**config.mk**
```make
export PLATFORM = sky130hd
export DESIGN_NAME = conv_sequencer_flat
export DESIGN_NICKNAME = d
export VERILOG_FILES = /design/src/rtl/conv_sequencer_pkg.sv /design/src/rtl/conv_sequencer_if.sv /design/src/rtl/conv_sequencer_pos_cnt.sv /design/src/rtl/conv_sequencer.sv /design/src/flat_wrapper.sv
export SDC_FILE = /design/constraint.sdc
export NUM_CORES = 1
export LEC_CHECK = 0
export ABC_AREA = 1
export CAP_MARGIN = 20
export CORE_MARGIN = 1.5
export CORE_UTILIZATION = 35
export CTS_BUF_LIST = sky130_fd_sc_hd__clkbuf_4
export CTS_CLUSTER_SIZE = 10
export DETAILED_ROUTE_END_ITERATION = 10
export SYNTH_ARGS = -nofsm -noshare
export SYNTH_HDL_FRONTEND = slang
export SYNTH_SLANG_ARGS = --single-unit
```
**constraint.sdc**
```tcl
create_clock -name clk -period 3.82 [get_ports clk]
set_clock_uncertainty 0.2 [all_clocks]
set_input_delay 0.382 -clock clk [delete_from_list [all_inputs] [get_ports clk]]
set_output_delay 0.382 -clock clk [all_outputs]
set_load 0.05 [all_outputs]
```
**src/rtl/conv_sequencer_pkg.sv**
```systemverilog
// rtl/conv_sequencer_pkg.sv - shared geometry constants and FSM state type for conv_sequencer
//
// Package conv_pkg: default frame geometry (IMG_W, KER, PIX_W), the derived
// OFM_W / POOL_W sizes and the sequencer state enum.
package conv_pkg;

  localparam int IMG_W  = 14;
  localparam int KER    = 3;
  localparam int PIX_W  = 16;
  localparam int OFM_W  = IMG_W - KER + 1;
  localparam int POOL_W = OFM_W / 2;

  typedef enum logic [2:0] {
    IDLE,
    LOAD_W,
    FILL,
    RUN,
    POOL,
    DONE
  } state_t;

endpackage

```
**src/rtl/conv_sequencer_if.sv**
```systemverilog
// rtl/conv_sequencer_if.sv - source/window/pool handshake bundle for conv_sequencer
//
// Signals:
//   src_valid / src_ready  - IFM pixel/weight beat handshake
//   wgt_wr_en / wgt_idx    - weight slot write strobe and slot 0..8
//   pix_shift              - window buffer shift strobe
//   win_valid / ofm_addr   - valid 3x3 window and its OFM address
//   pool_valid / pool_ready / pool_base - 2x2 pool request handshake
// Modports: master (sequencer side), slave (source / buffer / pool side).
interface conv_sequencer_if;

  logic       src_valid;
  logic       src_ready;
  logic       wgt_wr_en;
  logic [3:0] wgt_idx;
  logic       pix_shift;
  logic       win_valid;
  logic [7:0] ofm_addr;
  logic       pool_valid;
  logic       pool_ready;
  logic [7:0] pool_base;

  modport master (
    input  src_valid, pool_ready,
    output src_ready, wgt_wr_en, wgt_idx, pix_shift,
           win_valid, ofm_addr, pool_valid, pool_base
  );

  modport slave (
    output src_valid, pool_ready,
    input  src_ready, wgt_wr_en, wgt_idx, pix_shift,
           win_valid, ofm_addr, pool_valid, pool_base
  );

endinterface

```
**src/rtl/conv_sequencer_pos_cnt.sv**
```systemverilog
// rtl/conv_sequencer_pos_cnt.sv - pixel row/col position counter with registered window flag
//
// Module conv_pos_cnt. Ports:
//   clk       - rising-edge clock
//   rst       - synchronous reset, active high
//   clr       - synchronous clear between frames
//   en        - one pixel accepted this cycle
//   win_valid - registered: previous accepted pixel completed a full window
//   ofm_addr  - registered OFM address of that window
module conv_pos_cnt #(
  parameter int IMG_W = conv_pkg::IMG_W,
  parameter int KER   = conv_pkg::KER
) (
  input  logic       clk,
  input  logic       rst,
  input  logic       clr,
  input  logic       en,
  output logic       win_valid,
  output logic [7:0] ofm_addr
);

  localparam int CW    = $clog2(IMG_W);
  localparam int OFM_W = IMG_W - KER + 1;
  localparam logic [CW-1:0] EDGE = CW'(KER - 1);
  localparam logic [CW-1:0] LAST = CW'(IMG_W - 1);

  logic [CW-1:0] row;
  logic [CW-1:0] col;
  logic          in_win;

  // Columns/rows below KER-1 cannot be the bottom-right corner of a window.
  assign in_win = (row >= EDGE) && (col >= EDGE);

  always_ff @(posedge clk) begin
    if (rst || clr) begin
      row       <= '0;
      col       <= '0;
      win_valid <= 1'b0;
      ofm_addr  <= '0;
    end else begin
      win_valid <= en && in_win;
      if (en) begin
        if (col == LAST) begin
          col <= '0;
          row <= (row == LAST) ? '0 : row + 1'b1;
        end else begin
          col <= col + 1'b1;
        end
        if (in_win) begin
          ofm_addr <= 8'(row - EDGE) * 8'(OFM_W) + 8'(col - EDGE);
        end
      end
    end
  end

endmodule

```
**src/rtl/conv_sequencer.sv**
```systemverilog
// rtl/conv_sequencer.sv - convolution frame sequencer (weights, pixel windows, pool requests)
//
// One frame: KER*KER weight beats, IMG_W*IMG_W pixel beats producing
// registered window-valid pulses with OFM addresses, then (optionally)
// OFM_W/2 x OFM_W/2 row-major 2x2 pool requests.
// Build option CONV_SEQ_POOL_EN: POOL state present; when undefined the
// frame ends right after the last pixel, pool_valid/pool_base are 0 and
// pool_ready has no effect.
//
// Ports:
//   clk   - rising-edge clock
//   rst_n - synchronous reset, active high
//   start - frame start pulse, only honoured in IDLE
//   busy  - high in every state except IDLE
//   done  - one-cycle end-of-frame pulse
//   bus   - conv_sequencer_if.master handshake bundle
module conv_sequencer #(
  parameter int IMG_W = conv_pkg::IMG_W,
  parameter int KER   = conv_pkg::KER,
  parameter int PIX_W = conv_pkg::PIX_W
) (
  input  logic              clk,
  input  logic              rst_n,
  input  logic              start,
  output logic              busy,
  output logic              done,
  conv_sequencer_if.master  bus
);

  // Beat-count values (count before increment) of the last beat per phase.
  localparam logic [7:0] LAST_WGT  = 8'(KER * KER - 1);
  localparam logic [7:0] LAST_FILL = 8'((KER - 1) * IMG_W + KER - 1);
  localparam logic [7:0] LAST_PIX  = 8'(IMG_W * IMG_W - 1);

  // No pixel data passes through the sequencer; PIX_W only sizes the
  // datapath it controls.
  localparam int unused_pix_w = PIX_W;

  conv_pkg::state_t state;
  conv_pkg::state_t state_nx;
  logic [7:0]       beat_cnt;
  logic             pix_en;
  logic             accept;

  assign accept = bus.src_valid && bus.src_ready;

`ifdef CONV_SEQ_POOL_EN
  localparam int OFM_W  = IMG_W - KER + 1;
  localparam int POOL_W = OFM_W / 2;
  localparam int PW     = (POOL_W > 1) ? $clog2(POOL_W) : 1;
  localparam logic [PW-1:0] P_LAST = PW'(POOL_W - 1);

  logic [PW-1:0] pr;
  logic [PW-1:0] pc;
  logic          pool_last;

  assign pool_last = (pr == P_LAST) && (pc == P_LAST);

  always_ff @(posedge clk) begin
    if (rst_n || state == conv_pkg::IDLE) begin
      pr <= '0;
      pc <= '0;
    end else if (state == conv_pkg::POOL && bus.pool_ready) begin
      if (pc == P_LAST) begin
        pc <= '0;
        pr <= pr + 1'b1;
      end else begin
        pc <= pc + 1'b1;
      end
    end
  end

  assign bus.pool_valid = (state == conv_pkg::POOL);
  assign bus.pool_base  = (state == conv_pkg::POOL)
                        ? 8'(pr) * 8'(2 * OFM_W) + 8'({pc, 1'b0})
                        : '0;
`else
  // pool_ready has no effect in this build.
  logic unused_pool_ready;
  assign unused_pool_ready = bus.pool_ready;
  assign bus.pool_valid    = 1'b0;
  assign bus.pool_base     = '0;
`endif

  always_ff @(posedge clk) begin
    if (rst_n) begin
      state <= conv_pkg::IDLE;
    end else begin
      state <= state_nx;
    end
  end

  // Pixel beats count on from 0 after the weights so FILL and RUN share one count.
  always_ff @(posedge clk) begin
    if (rst_n || state == conv_pkg::IDLE ||
        (state == conv_pkg::LOAD_W && state_nx == conv_pkg::FILL)) begin
      beat_cnt <= '0;
    end else if (accept) begin
      beat_cnt <= beat_cnt + 8'd1;
    end
  end

  always_comb begin
    state_nx      = state;
    bus.src_ready = 1'b0;
    bus.wgt_wr_en = 1'b0;
    pix_en        = 1'b0;
    unique case (state)
      conv_pkg::IDLE: begin
        if (start) state_nx = conv_pkg::LOAD_W;
      end
      conv_pkg::LOAD_W: begin
        bus.src_ready = 1'b1;
        bus.wgt_wr_en = bus.src_valid;
        if (bus.src_valid && beat_cnt == LAST_WGT) state_nx = conv_pkg::FILL;
      end
      conv_pkg::FILL: begin
        bus.src_ready = 1'b1;
        pix_en        = bus.src_valid;
        if (bus.src_valid && beat_cnt == LAST_FILL) state_nx = conv_pkg::RUN;
      end
      conv_pkg::RUN: begin
        bus.src_ready = 1'b1;
        pix_en        = bus.src_valid;
        if (bus.src_valid && beat_cnt == LAST_PIX) begin
`ifdef CONV_SEQ_POOL_EN
          state_nx = conv_pkg::POOL;
`else
          state_nx = conv_pkg::DONE;
`endif
        end
      end
      conv_pkg::POOL: begin
`ifdef CONV_SEQ_POOL_EN
        if (bus.pool_ready && pool_last) state_nx = conv_pkg::DONE;
`else
        state_nx = conv_pkg::DONE;
`endif
      end
      conv_pkg::DONE: begin
        state_nx = conv_pkg::IDLE;
      end
      default: begin
        state_nx = conv_pkg::IDLE;
      end
    endcase
  end

  assign bus.pix_shift = pix_en;
  assign bus.wgt_idx   = (state == conv_pkg::LOAD_W) ? beat_cnt[3:0] : 4'd0;
  assign busy          = (state != conv_pkg::IDLE);
  assign done          = (state == conv_pkg::DONE);

  conv_pos_cnt #(
    .IMG_W (IMG_W),
    .KER   (KER)
  ) u_pos_cnt (
    .clk       (clk),
    .rst       (rst_n),
    .clr       (state == conv_pkg::IDLE),
    .en        (pix_en),
    .win_valid (bus.win_valid),
    .ofm_addr  (bus.ofm_addr)
  );

endmodule
```
**src/flat_wrapper.sv**
```systemverilog
// flat-port wrapper written by rule: the top's interface ports become plain ports
module conv_sequencer_flat 
#(
  parameter int IMG_W = conv_pkg::IMG_W,
  parameter int KER   = conv_pkg::KER,
  parameter int PIX_W = conv_pkg::PIX_W
)
  (clk, rst_n, start, busy, done, bus_src_valid, bus_pool_ready, bus_src_ready, bus_wgt_wr_en, bus_wgt_idx, bus_pix_shift, bus_win_valid, bus_ofm_addr, bus_pool_valid, bus_pool_base);
  conv_sequencer_if bus_i ();
  input  logic clk;
  input  logic rst_n;
  input  logic start;
  output logic busy;
  output logic done;
  input wire logic [$bits(bus_i.src_valid)-1:0] bus_src_valid;
  input wire logic [$bits(bus_i.pool_ready)-1:0] bus_pool_ready;
  output wire logic [$bits(bus_i.src_ready)-1:0] bus_src_ready;
  output wire logic [$bits(bus_i.wgt_wr_en)-1:0] bus_wgt_wr_en;
  output wire logic [$bits(bus_i.wgt_idx)-1:0] bus_wgt_idx;
  output wire logic [$bits(bus_i.pix_shift)-1:0] bus_pix_shift;
  output wire logic [$bits(bus_i.win_valid)-1:0] bus_win_valid;
  output wire logic [$bits(bus_i.ofm_addr)-1:0] bus_ofm_addr;
  output wire logic [$bits(bus_i.pool_valid)-1:0] bus_pool_valid;
  output wire logic [$bits(bus_i.pool_base)-1:0] bus_pool_base;
  assign bus_i.src_valid = bus_src_valid;
  assign bus_i.pool_ready = bus_pool_ready;
  assign bus_src_ready = bus_i.src_ready;
  assign bus_wgt_wr_en = bus_i.wgt_wr_en;
  assign bus_wgt_idx = bus_i.wgt_idx;
  assign bus_pix_shift = bus_i.pix_shift;
  assign bus_win_valid = bus_i.win_valid;
  assign bus_ofm_addr = bus_i.ofm_addr;
  assign bus_pool_valid = bus_i.pool_valid;
  assign bus_pool_base = bus_i.pool_base;
  conv_sequencer #(.IMG_W(IMG_W), .KER(KER), .PIX_W(PIX_W)) u_core (.clk(clk), .rst_n(rst_n), .start(start), .busy(busy), .done(done), .bus(bus_i));
endmodule
```
==> impl_metrics.toml <==
[critical_path]
worstPathRequired_ps = 3920
cp.arrival_ps = 3240
critical_path.startpoint_type = "register"
critical_path_peak_fanout = 8
end_kind = "register"
timing_worst_setup_path_type = "register to register"
crit_path_start = "u_core.u_pos_cnt.row[1]$_SDFFE_PP0P_"
reg2reg_from = "u_core.u_pos_cnt.row[1]$_SDFFE_PP0P_"

[timing]
max_freq_mhz = 318
setup_viol = 0
fin_tns_setup_ps = 0
whs_ps = 300
worst_pin_slew_ps = 497
final_max_slew_viol_count = 0
rsz_0062_raised_after_global_routing = "false"
timing.final.ws_setup_ps = 679
slew-limit-headroom_pct = 66.7
fin_crit_ps = 3140
period_utilization_pct = 82.2
hold_vio_cnt_final = 0

[drt]
drc_errors = 0
drtIter0Drc = 38
antenna_violating_nets_post_route = 0
wl_per_cell_um = 9.73
detail_route.first_pass.iterations = 4
drt-vias-per-instance = 4.54
route.vias.total = 1776
routed_wl_mm = 3.81

[synth]
ys_top_cells_by_area = "dfxtp_1, ha_1, nand2_1"
synth.top_cell.area_share_pct = 27.4
ys_seq_area_share_pct = 27.4
yosys.cell_types.count = 29
yosysWarnings = 0
post_synth_instance_area_um2 = 2050
post_synth.cell_area_avg_um2 = 6.90
synth_cells = 297
yosys_register_bits = 28
yosysTopAreaCell = "dfxtp_1"

[die]
design.core.area_um2 = 5570
dieArea_um2 = 6320
start_util_pct = 36.8
die-height_um = 79.5
row_cnt = 27
die_w_um = 79.5
top_level_ports = 32

[clock_tree]
cts_hold_buffers = 0
cts.sink_count = 28
cts-htree-levels = 1
postCtsSetupBuffers = 0
post_cts_resize_count = 0
tritoncts.num_buffers = 3
clock-root-buffer = "clkbuf_4"
ctsLongestPathBuffers = 2
cts_tree = "yes"
worst_skew_pair.late_latency_ps = 340
clk_pin_slew_ps = 170

[layout]
layout.cells.non_filler = 391
flow.area_growth_from_synthesis_pct = 14.3
drive_gt1_share_pct = 7.84
nets = 346
antenna_cells = 0

[global_routing]
grt_first_pass_wirelength_mm = 6.76
global_route.overflow_total = 0
grt_antenna_before_repair = 0
groute.usage.overall_pct = 13.2
grt_pass1_vias = 1580
grt_start_max_net_pins = 17

[placed_design]
dp_hpwl_mm = 3.08
place_ws_ps = 719
gp_routability_congestion = 0.801
port_buffers = 21
dpl.cell_count = 387

[run]
number_of_maximum_capacitance_constraint_violations = 0

[power]
pwr_density_cell_nw_per_um2 = 248
power.total_w = 0.000580
vdd_ir_drop_max_uv = 172
cellLeakagePower_nw = 0.966

[min_path]
worst_hold_path_type = "register to register"
timing.hold.worst.start = "u_core.u_pos_cnt.ofm_addr[3]$_SDFFE_PP0P_"

[outcome]
run_status = "finished, final reports clean"
-- critical path: stages, from the launching register on --
cell and delay [ps]:
dfxtp_1 530, inv_1 140, ha_1 220, ha_1 270, inv_1 50, ha_1 350
a21oi_1 170, nand2_1 80, xor2_1 140, ha_1 340, nand2_1 110, inv_1 40
nand2_1 80, nand2_1 50, nor2_1 80, nand3_1 80, nand3_1 80, nand2_1 50
inv_1 40
-- cell usage after synthesis, drive strengths merged --
| cell type | count |
|---|---|
| inv | 50 |
| xor2 | 7 |
| conb | 1 |
| buf | 11 |
| dfxtp | 28 |
| fa | 1 |
| o21ai | 12 |
| nor3 | 16 |
| nand2 | 59 |
| ha | 20 |
| nand4 | 3 |
| nor2 | 42 |
| o21bai | 2 |
| or2 | 2 |
| a21oi | 19 |
| o22ai | 1 |
| nand3 | 23 |
-- final cells by class --
cell class / count / area, µm²
tap: 72 / 90.1
timing repair buffer: 21 / 210
clock buffer: 3 / 22.5
inverter: 50 / 193
fill: 603 / 3230
clock inverter: 1 / 30.0
sequential: 28 / 561
multi-input combinational: 216 / 1240
-- cells in the final DEF (no fill, tap or decap), drive strengths merged --
master,n
a21oi,19
bufinv,1
clkbuf,3
clkdlybuf4s50,21
conb,9
dfxtp,28
fa,1
ha,20
inv,50
nand2,59
nand3,23
nand4,3
nor2,42
nor3,16
o21ai,12
o21bai,2
o22ai,1
or2,2
xor2,7
-- cells by family (layout without fill, tap and decap cells) --
kind of cell,after synthesis,in the layout,share of synthesized area [%]
AOI/OAI and AO/OA,34,34,8.79
xor gates and xnor gates,7,7,2.99
adders and majority gates,21,21,13.2
buffers and inverters,61,75,13.8
DFF,28,28,27.4
other,1,9,0.183
and+or+nand+nor,145,145,33.7
-- sequential cells by signal, indices dropped and copies added (netlist names) --
signal                      count
u_core.u_pos_cnt.col            4
u_core.beat_cnt                 8
u_core.u_pos_cnt.win_valid      1
u_core.u_pos_cnt.ofm_addr       8
u_core.state                    3
u_core.u_pos_cnt.row            4
-- routing by layer --
| layer | global-route usage, % | vias up | routed length (µm) |
|---|---|---|---|
| li1 | - | 963 | - |
| met1 | 18.2 | 787 | 2090 |
| met2 | 21.1 | 24 | 1600 |
| met3 | 1.71 | 2 | 82 |
| met4 | 4.21 | 0 | 34 |
| met5 | 0 | - | 0 |
-- final timing paths --
check             cells past startpoint  slack, ps                                         to
setup reg to reg                     18        680  u_core.u_pos_cnt.ofm_addr[7]$_SDFFE_PP0P_
setup / recovery                     18        680  u_core.u_pos_cnt.ofm_addr[7]$_SDFFE_PP0P_
hold / removal                        2        300  u_core.u_pos_cnt.ofm_addr[3]$_SDFFE_PP0P_
hold reg to reg                       2        300  u_core.u_pos_cnt.ofm_addr[3]$_SDFFE_PP0P_
-- power by group --
group          switching [W]  internal (W)  leakage [nW]
registers         0.00000112      0.000294         0.226
logic              0.0000625     0.0000188         0.713
clock network      0.0000977      0.000106        0.0279
-- per-stage QoR --
step                      utilization, %  cell area, µm²
final                               42.0            2340
after global routing                42.0            2340
after CTS                           42.0            2340
after detailed placement            41.1            2290
after global placement              41.1            2290
after floorplan                        -            2080
Power figures use the tool's default switching activity.
